[src/rtl/sprite_rom_arbiter.sv]
// Two-port burst arbiter sharing the tetromino sprite ROM between playfield and preview renderers.
// Define SPRITE_ARB_RR_EN for round-robin arbitration; default build is fixed priority (port 0).
module sprite_rom_arbiter (
    input  logic        clk_i,
    input  logic        reset_i,
    input  logic        req0_i,
    input  logic [2:0]  type0_i,
    input  logic [9:0]  addr0_i,
    input  logic [3:0]  len0_i,
    input  logic        req1_i,
    input  logic [2:0]  type1_i,
    input  logic [9:0]  addr1_i,
    input  logic [3:0]  len1_i,
    output logic        gnt0_o,
    output logic        rvalid0_o,
    output logic        rlast0_o,
    output logic [23:0] rdata0_o,
    output logic        gnt1_o,
    output logic        rvalid1_o,
    output logic        rlast1_o,
    output logic [23:0] rdata1_o,
    output logic [9:0]  rom_addr_o,
    output logic [2:0]  rom_type_o,
    input  logic [23:0] rom_data_i
);

    typedef enum logic [1:0] {StIdle, StBurst0, StBurst1} state_e;

    state_e      state_q, state_d;
    logic [9:0]  rom_addr_q, rom_addr_d;
    logic [2:0]  rom_type_q, rom_type_d;
    logic [3:0]  cnt_q, cnt_d;
    logic        gnt0_q, gnt0_d;
    logic        gnt1_q, gnt1_d;
    logic        tag_valid_q, tag_valid_d;
    logic        tag_port_q, tag_port_d;
    logic        tag_last_q, tag_last_d;
    logic        issuing, arb_point, vreq0, vreq1, pick1;
`ifdef SPRITE_ARB_RR_EN
    logic        last_q, last_d;
`endif

    always_comb begin
        issuing   = (state_q != StIdle);
        // cnt_q counts words still to issue after the current one
        arb_point = !issuing || (cnt_q == 4'd0);
        vreq0     = req0_i && !gnt0_q;
        vreq1     = req1_i && !gnt1_q;
`ifdef SPRITE_ARB_RR_EN
        pick1     = vreq1 && (!vreq0 || !last_q);
`else
        pick1     = vreq1 && !vreq0;
`endif
        state_d     = state_q;
        rom_addr_d  = rom_addr_q;
        rom_type_d  = rom_type_q;
        cnt_d       = cnt_q;
        gnt0_d      = 1'b0;
        gnt1_d      = 1'b0;
        tag_valid_d = issuing;
        tag_port_d  = (state_q == StBurst1);
        tag_last_d  = issuing && (cnt_q == 4'd0);
`ifdef SPRITE_ARB_RR_EN
        last_d      = last_q;
`endif
        if (arb_point) begin
            if (vreq0 || vreq1) begin
                state_d    = pick1 ? StBurst1 : StBurst0;
                rom_addr_d = pick1 ? addr1_i : addr0_i;
                rom_type_d = pick1 ? type1_i : type0_i;
                // len 0 wraps to 15 remaining, i.e. 16 words
                cnt_d      = (pick1 ? len1_i : len0_i) - 4'd1;
                gnt0_d     = !pick1;
                gnt1_d     = pick1;
`ifdef SPRITE_ARB_RR_EN
                last_d     = pick1;
`endif
            end else begin
                state_d = StIdle;
            end
        end else begin
            rom_addr_d = rom_addr_q + 10'd1;
            cnt_d      = cnt_q - 4'd1;
        end
    end

    always_ff @(posedge clk_i) begin
        if (reset_i) begin
            state_q     <= StIdle;
            rom_addr_q  <= 10'd0;
            rom_type_q  <= 3'd0;
            cnt_q       <= 4'd0;
            gnt0_q      <= 1'b0;
            gnt1_q      <= 1'b0;
            tag_valid_q <= 1'b0;
            tag_port_q  <= 1'b0;
            tag_last_q  <= 1'b0;
        end else begin
            state_q     <= state_d;
            rom_addr_q  <= rom_addr_d;
            rom_type_q  <= rom_type_d;
            cnt_q       <= cnt_d;
            gnt0_q      <= gnt0_d;
            gnt1_q      <= gnt1_d;
            tag_valid_q <= tag_valid_d;
            tag_port_q  <= tag_port_d;
            tag_last_q  <= tag_last_d;
        end
    end

`ifdef SPRITE_ARB_RR_EN
    always_ff @(posedge clk_i) begin
        if (reset_i) begin
            last_q <= 1'b1;
        end else begin
            last_q <= last_d;
        end
    end
`endif

    assign gnt0_o     = gnt0_q;
    assign gnt1_o     = gnt1_q;
    assign rvalid0_o  = tag_valid_q && !tag_port_q;
    assign rvalid1_o  = tag_valid_q && tag_port_q;
    assign rlast0_o   = rvalid0_o && tag_last_q;
    assign rlast1_o   = rvalid1_o && tag_last_q;
    assign rdata0_o   = rom_data_i;
    assign rdata1_o   = rom_data_i;
    assign rom_addr_o = rom_addr_q;
    assign rom_type_o = rom_type_q;

endmodule

[config.mk]
export PLATFORM = sky130hd
export DESIGN_NAME = sprite_rom_arbiter
export DESIGN_NICKNAME = d
export VERILOG_FILES = /design/src/rtl/sprite_rom_arbiter.sv
export SDC_FILE = /design/constraint.sdc
export NUM_CORES = 1
export LEC_CHECK = 0
export ABC_AREA = 1
export BUFFER_PORTS_ARGS = -buffer_cell sky130_fd_sc_hd__buf_2
export CORE_ASPECT_RATIO = 1.4
export CORE_MARGIN = 2
export CORE_UTILIZATION = 30
export DETAILED_ROUTE_END_ITERATION = 6
export PLACE_DENSITY = 0.7
export SLEW_MARGIN = 20
export SYNTH_ARGS = -nofsm -noshare
export SYNTH_HDL_FRONTEND = slang
export SYNTH_SLANG_ARGS = --single-unit
[constraint.sdc]
create_clock -name clk_i -period 1.35 [get_ports clk_i]
set_input_delay 0.27 -clock clk_i [delete_from_list [all_inputs] [get_ports clk_i]]
set_output_delay 0.27 -clock clk_i [all_outputs]
set_load 0.01 [all_outputs]
==> implementation parameters, run 1 <==
Parameter                              Value

Outcome
  Outcome ... complete, but fails checks
  Violated checks ... setup timing

Timing
  Hold Fails Final Rpt ... 0
  Top achievable clock speed ... between 700 and 800 MHz
  Number of endpoints failing setup at the final stage ... 11
  RSZ-0062 raised after global routing ... yes
  Transition at the pin with the smallest max-transition slack ... 0.505 ns
  Final critical-path setup slack ... -0.0715 ns
  Number of max-slew violations in the final report ... 0
  Slew HR ... 0.663
  Worst hold margin ... between 0.2 and 0.25 ns
  Final critical-path required period ... about 1.4 ns
  Final critical-path share of the clock period ... 1.05
  Worst clock skew on the final layout ... about 0.0033 ns

Synthesis
  Sequential-to-total area share from yosys stat ... 0.274
  Leading post-synthesis cells by instance count ... sky130_fd_sc_hd__buf_4 (50), sky130_fd_sc_hd__nand2_1 (44), sky130_fd_sc_hd__inv_1 (25), sky130_fd_sc_hd__o21ai_0 (25), sky130_fd_sc_hd__dfxtp_1 (24)
  Synth Area per Inst ... between 6 and 7 sq um
  Largest area contributor in the synthesized netlist ... sky130_fd_sc_hd__dfxtp_1
  Share of the synthesized area in the top cell type ... 0.274
  FFs w/ async S/R, synth ... 0
  Number of synthesized flops with an enable pin ... 0
  Leading register cell type out of synthesis ... sky130_fd_sc_hd__dfxtp_1
  Ranking of synthesized cells by area ... sky130_fd_sc_hd__dfxtp_1 (27%), sky130_fd_sc_hd__buf_4 (21%), sky130_fd_sc_hd__nand2_1 (9.4%), sky130_fd_sc_hd__o21ai_0 (7.1%), sky130_fd_sc_hd__inv_1 (5.3%)
  Flip-flop and latch count after synthesis ... 24
  Most frequent cell after synthesis ... sky130_fd_sc_hd__buf_4
  Count of cell types in the netlist ... 30
  Yosys warns ... 0
  Post-Syn Instances ... about 260
  Post-Syn Area ... 0.00176 sq mm
  Post-Syn Nets ... around 320

Setup path
  Delay of the slowest cell on the worst path ... 0.35 ns
  Crit path buf inv count ... 3
  Type of the setup path with the least slack ... reg -> reg
  Type of origin of the critical path ... register
  Endpoint kind of the worst setup timing path ... register
  Dominant delay contributor by cell family on the critical path ... simple AND/OR/NAND/NOR gates
  Endpoint arrival time on the critical path ... between 1.5 and 2 ns
  Slowest stage cell on the critical path ... sky130_fd_sc_hd__dfxtp_2
  Maximum fanout along the worst path ... 6
  Worst Path Required ... 1.57 ns
  Cell Chain, Critical Path ... nor2_4, nand2_2, nand2_4, buf_4, buf_6, nand2_4, buf_4, a21oi_4, a211oi_2, nor2_1

Power and ir drop
  Pwr/cell area ... between 1500 and 2000 mW/mm^2
  Peak VDD IR ... between 700 and 800 uV
  Leakage ... between 1 and 1.5 nW

Route
  Residual DRC ... 0
  Count of TritonRoute iterations in the first routing pass ... 4
  Antenna Nets Post-Route ... 0
  Starting DRC count in detailed routing ... 79
  Post-detailed-route via-to-cell ratio ... between 4 and 5
  Wirelength, routed ... about 4900 um
  Wire per inst ... 13.3 um
  Via count ... between 1,500 and 2,000

Clock tree
  Maximum count of clock buffers along a single path ... 2
  Inserted Clock Buffers ... 3
  Root buffer cell ... sky130_fd_sc_hd__clkbuf_8
  # clock sinks ... 24
  Clock transition at the register clock pins on the worst setup and hold paths after CTS ... 0.10 ns
  Clock latency of the later-clocked register in the worst-skew pair ... about 0.28 ns
  Number of H-tree levels ... 1
  Count of hold buffers inserted by post-cts repair ... 0
  Clock tree from TritonCTS ... done

Floorplan
  Floorplan die height ... roughly 95 um
  Top-level port count ... roughly 130
  Placement row count ... 33
  Die outline area ... approximately 0.0065 sq mm
  Die X-Extent ... approximately 70 um
  Area of the core ... 0.00574 sq mm
  Initial Utilization ... 0.306

Place
  Post-detailed-placement half-perimeter wirelength ... ~3500 um
  Buffers added on ports ... 56
  Routability Congestion ... around 0.83

GRT
  Via count of the first global-routing pass ... around 1,700
  All-Layer GR Usage ... 0.148
  Global-route congestion overflow total ... 0
  Maximum number of pins on one net before global-route repair ... 17
  Global-route wire length before repair ... ~7400 um
  Antenna violations before repair ... 0

Cells and area
  Antenna cells ... 0
  Area overhead of the layout relative to synthesis ... 27.1%
  Fraction of layout instances using a drive strength above 1 ... 0.482
  Net count, final ... 364
  Final standard cell utilization of the core ... 0.389

Min path
  Hold Crit Class ... in -> reg

Run
  Max-cap violation count ... 0
==> routing by layer <==
metal | wire length [um] | GRT usage | vias to the layer above
met3 | 361 | 0.0203 | 26
met5 | 0 | 0 | -
met1 | 1870 | 0.162 | 793
met2 | 2490 | 0.260 | 59
li1 | - | - | 877
met4 | 184 | 0.0883 | 0
==> kinds of logic after synthesis <==
group | share of synthesized area
AO/OA/AOI/OAI | 0.169
XOR/XNOR | 0.00997
adder cells (fa/ha/maj) | 0.0142
buffers and inverters | 0.293
flip-flops | 0.274
AND/OR/NAND/NOR | 0.241
==> registers in the layout, indices dropped and copies added, names as in the netlist <==
name and flops:
cnt_q 4, state_q 2, rom_addr_o 10, gnt1_o 1, rom_type_o 3, tag_last_q 1, tag_port_q 1, gnt0_o 1
tag_valid_q 1
==> tightest hold or removal path, stage by stage <==
cell	delay, ns
sky130_fd_sc_hd__buf_2	0.09
sky130_fd_sc_hd__nand2_1	0.05
sky130_fd_sc_hd__a31oi_1	0.07
==> stage by stage <==
stage               setup slack (ns)  cells  cell area [sq um]  setup TNS, ns  total power (W)
finish                       -0.0715    369               2230         -0.318          0.00420
global route                  -0.145    369               2230          -1.64          0.00449
CTS                          -0.0508    364               2140         -0.140          0.00394
detailed placement            -0.154    359               2000          -1.08          0.00312
global placement              -0.117    359               2000         -0.776          0.00308
floorplan                    -0.0119    259               1810        -0.0151          0.00244
==> report_power, final <==
group          total, W  switching, W  internal (W)
clock          0.000668      0.000271      0.000398
combinational   0.00239       0.00127       0.00113
sequential      0.00114      0.000187      0.000950
==> placed cells by master (no fill, tap or decap), types with 3 or more instances in the layout <==
cell type                  count
sky130_fd_sc_hd__dfxtp_1      14
sky130_fd_sc_hd__buf_4        32
sky130_fd_sc_hd__a21oi_1       5
sky130_fd_sc_hd__nor2_1       18
sky130_fd_sc_hd__o21ai_1      12
sky130_fd_sc_hd__nand2_4       6
sky130_fd_sc_hd__or2_4         3
sky130_fd_sc_hd__nor3_1        4
sky130_fd_sc_hd__o21ai_0      13
sky130_fd_sc_hd__nand2_2       6
sky130_fd_sc_hd__nand3_1      15
sky130_fd_sc_hd__o21bai_1      3
sky130_fd_sc_hd__a31oi_1       7
sky130_fd_sc_hd__dfxtp_2       9
sky130_fd_sc_hd__clkbuf_8      3
sky130_fd_sc_hd__nand2_1      35
sky130_fd_sc_hd__buf_2        56
sky130_fd_sc_hd__inv_1        22
==> repair_timing <==
item,CTS,global route
gates cloned,1,2
endpoints found under the setup margin,17,17
resized for setup,22,24
buffers inserted,1,3
pin swaps,12,6
==> worst paths after layout <==
kind              cells after the start             to       start  slack [ns]
hold reg to reg                       2     state_q[1]  state_q[1]        0.47
setup reg to reg                     10  rom_addr_o[0]    cnt_q[2]       -0.07
hold / removal                        3  rom_type_o[0]  type0_i[0]        0.25
setup / recovery                     10  rom_addr_o[0]    cnt_q[2]       -0.07
==> cell type report <==
type | instances | area [sq um]
Timing Repair inverter | 1 | 5.00
Fill cell | 588 | 3510
Clock inverter | 1 | 30.0
Inverter | 28 | 120
Clock buffer | 3 | 41.3
Multi-Input combinational cell | 153 | 921
Sequential cell | 24 | 495
Tap cell | 70 | 87.6
Timing Repair Buffer | 89 | 532
(Power assumes the default switching activity.)
==> run 2: changes to the inputs <==
CORE_UTILIZATION = 37   (was 30)
PLACE_DENSITY = 0.82   (was 0.7)
RECOVER_POWER = 100   (was unset)
==> run 2 against run 1 <==
  * The flow still finishes with violations (setup timing)
  * Register-to-register slack worse by 0.02 ns
  * Die area decreased by 18%
  * Sequential share of layout area hardly changed
  * Clock skew up 0.0011 ns
  * Combinational power is 5% lower
  * Fmax decreased by 1.6%
  * Power decreased by 3.9%
  * Flip-flop and latch count is the same
  * Setup slack worse by 0.022 ns
  * Clock-buffer cell count did not move
  * Non-clock buffer count is 5 lower
  * Critical endpoint is now cnt_q[2]
  * Largest cell class unchanged
==> implementation parameters, run 2 (same netlist as run 1, synthesis figures left out) <==
Parameter                              Value

Setup path
  Register-to-register setup slack ... -0.09 ns
  Worst reg2reg endpoint ... cnt_q[2]
  Type of origin of the critical path ... register
  Beginning of the critical path ... cnt_q[2]
  Path depth of the worst reg2reg path ... 9
  Launching point of the worst reg2reg path ... cnt_q[2]
  Type of the setup path with the least slack ... reg -> reg
  Endpoint kind of the worst setup timing path ... register
  Maximum fanout along the worst path ... 7
  Worst Path Required ... ~1.5 ns
  Endpoint arrival time on the critical path ... between 1.5 and 2 ns

Clock tree
  Number of H-tree levels ... 1
  Clock tree from TritonCTS ... done
  Inserted Clock Buffers ... 3
  # clock sinks ... 24
  Clock latency of the later-clocked register in the worst-skew pair ... approximately 0.26 ns
  Root buffer cell ... sky130_fd_sc_hd__clkbuf_8
  Maximum count of clock buffers along a single path ... 2
  Clock transition at the register clock pins on the worst setup and hold paths after CTS ... roughly 0.09 ns
  Count of hold buffers inserted by post-cts repair ... 0

Outcome
  Violated checks ... setup timing
  Outcome ... complete, but fails checks

Timing
  Hold Fails Final Rpt ... 0
  Number of max-slew violations in the final report ... 0
  Final critical-path setup slack ... -0.0940 ns
  Worst clock skew on the final layout ... between 0.004 and 0.005 ns
  Top achievable clock speed ... 693 MHz
  RSZ-0062 raised after global routing ... yes
  Final critical-path share of the clock period ... 1.07
  Slew HR ... 0.845
  Number of endpoints failing setup at the final stage ... 5
  Final critical-path required period ... 1.44 ns
  Transition at the pin with the smallest max-transition slack ... between 0.2 and 0.25 ns

Cells and area
  Layout Cells excl Fill ... ~360
  Commonest non-fill, non-tap cells in the layout ... sky130_fd_sc_hd__buf_2 (56), sky130_fd_sc_hd__nand2_1 (35), sky130_fd_sc_hd__buf_4 (23)
  Most frequent standard cell in the layout excluding fill and tap cells ... sky130_fd_sc_hd__buf_2
  Number of flip-flops in the largest register ... 10
  Antenna cells ... 0
  Fraction of layout instances using a drive strength above 1 ... 0.471
  Area overhead of the layout relative to synthesis ... 26.4%
  Net count, final ... between 300 and 400

Floorplan
  Die X-Extent ... about 62 um
  Die outline area ... 0.00532 sq mm
  Placement row count ... 29
  Top-level port count ... ~130
  Initial Utilization ... 0.387
  Area of the core ... ~0.0045 sq mm
  Floorplan die height ... about 86 um

GRT
  Global-route congestion overflow total ... 0
  Maximum number of pins on one net before global-route repair ... 15
  Via count of the first global-routing pass ... 1,718
  Global-route wire length before repair ... roughly 7600 um
  Antenna violations before repair ... 0
  All-Layer GR Usage ... 0.180

Route
  Via count ... 1,750
  Wirelength, routed ... ~4800 um
  Starting DRC count in detailed routing ... 35
  Residual DRC ... 0
  Antenna Nets Post-Route ... 0
  Post-detailed-route via-to-cell ratio ... between 4 and 5
  Count of TritonRoute iterations in the first routing pass ... 4
  Wire per inst ... roughly 13 um

Power and ir drop
  Pwr/cell area ... ~1800 mW/mm^2
  Leakage ... approximately 1.1 nW
  Peak VDD IR ... approximately 860 uV

Min path
  Hold_sp ... type0_i[1]
  Cells on Worst Hold Path ... 3
  Destination of the worst hold path ... rom_type_o[1]
  Hold Crit Class ... in -> reg

Place
  Number of cells in the design after placement ... ~340
  Routability Congestion ... approximately 0.81
  Buffers added on ports ... between 50 and 60
  Setup Slack @ Placement ... -0.129 ns
  Post-detailed-placement half-perimeter wirelength ... between 3000 and 4000 um

Run
  Max-cap violation count ... 0
[run 2: worst max path at each step]
| stage | slack, ns | to | cells after the start |
|---|---|---|---|
| after floorplan | -0.01 | cnt_q[2] | 9 |
| after detailed placement | -0.13 | cnt_q[2] | 9 |
| after CTS | -0.06 | cnt_q[2] | 9 |
| after global routing | -0.15 | cnt_q[2] | 9 |
| after global placement | -0.08 | rom_addr_o[0] | 7 |
| final | -0.09 | cnt_q[2] | 9 |
[run 2: per-stage QoR]
stage	utilization	power, W	instance area (sq um)	TNS, ns	hold WS, ns
floorplan	-	0.00244	1810	-0.0151	0.421
global placement	0.432	0.00294	1960	-0.680	0.452
detailed placement	0.432	0.00302	1960	-1.36	0.464
CTS	0.475	0.00394	2150	-0.0944	0.253
global route	0.489	0.00433	2220	-1.06	0.261
finish	0.489	0.00403	2220	-0.211	0.258
[run 2: area by class of cell]
type	count	area [sq um]
multi-input combinational	153	931
sequential	24	492
timing repair buffer	84	523
tap	62	77.6
clock buffer	3	41.3
fill	452	2320
clock inverter	1	30.0
inverter	28	125
[run 2: where the power goes]
| group | switching (W) | leakage, nW | total [W] | internal (W) |
|---|---|---|---|---|
| registers | 0.000192 | 0.201 | 0.00114 | 0.000944 |
| logic | 0.00123 | 0.872 | 0.00227 | 0.00105 |
| clock network | 0.000231 | 0.0357 | 0.000627 | 0.000396 |
[run 2: timing repair]
item	in CTS	in global routing
gates resized for setup	27	21
setup endpoints to repair	17	15
setup buffers	5	1
gates cloned	2	0
pin swaps	11	1
[run 2: critical path, cell delays in order (launching register included)]
cell and delay (ns):
sky130_fd_sc_hd__dfxtp_1 0.35, sky130_fd_sc_hd__nor2_2 0.10, sky130_fd_sc_hd__nand2_2 0.08, sky130_fd_sc_hd__nand2_4 0.14, sky130_fd_sc_hd__inv_8 0.06, sky130_fd_sc_hd__nand2_4 0.06
sky130_fd_sc_hd__nand2_4 0.06, sky130_fd_sc_hd__ha_4 0.15, sky130_fd_sc_hd__or2_4 0.22, sky130_fd_sc_hd__a31oi_1 0.14
[run 2: layer usage]
| metal | track usage | wire [um] |
|---|---|---|
| met1 | 0.162 | 1700 |
| met2 | 0.353 | 2520 |
| met3 | 0.0446 | 341 |
| met4 | 0.115 | 206 |
| met5 | 0 | 0 |
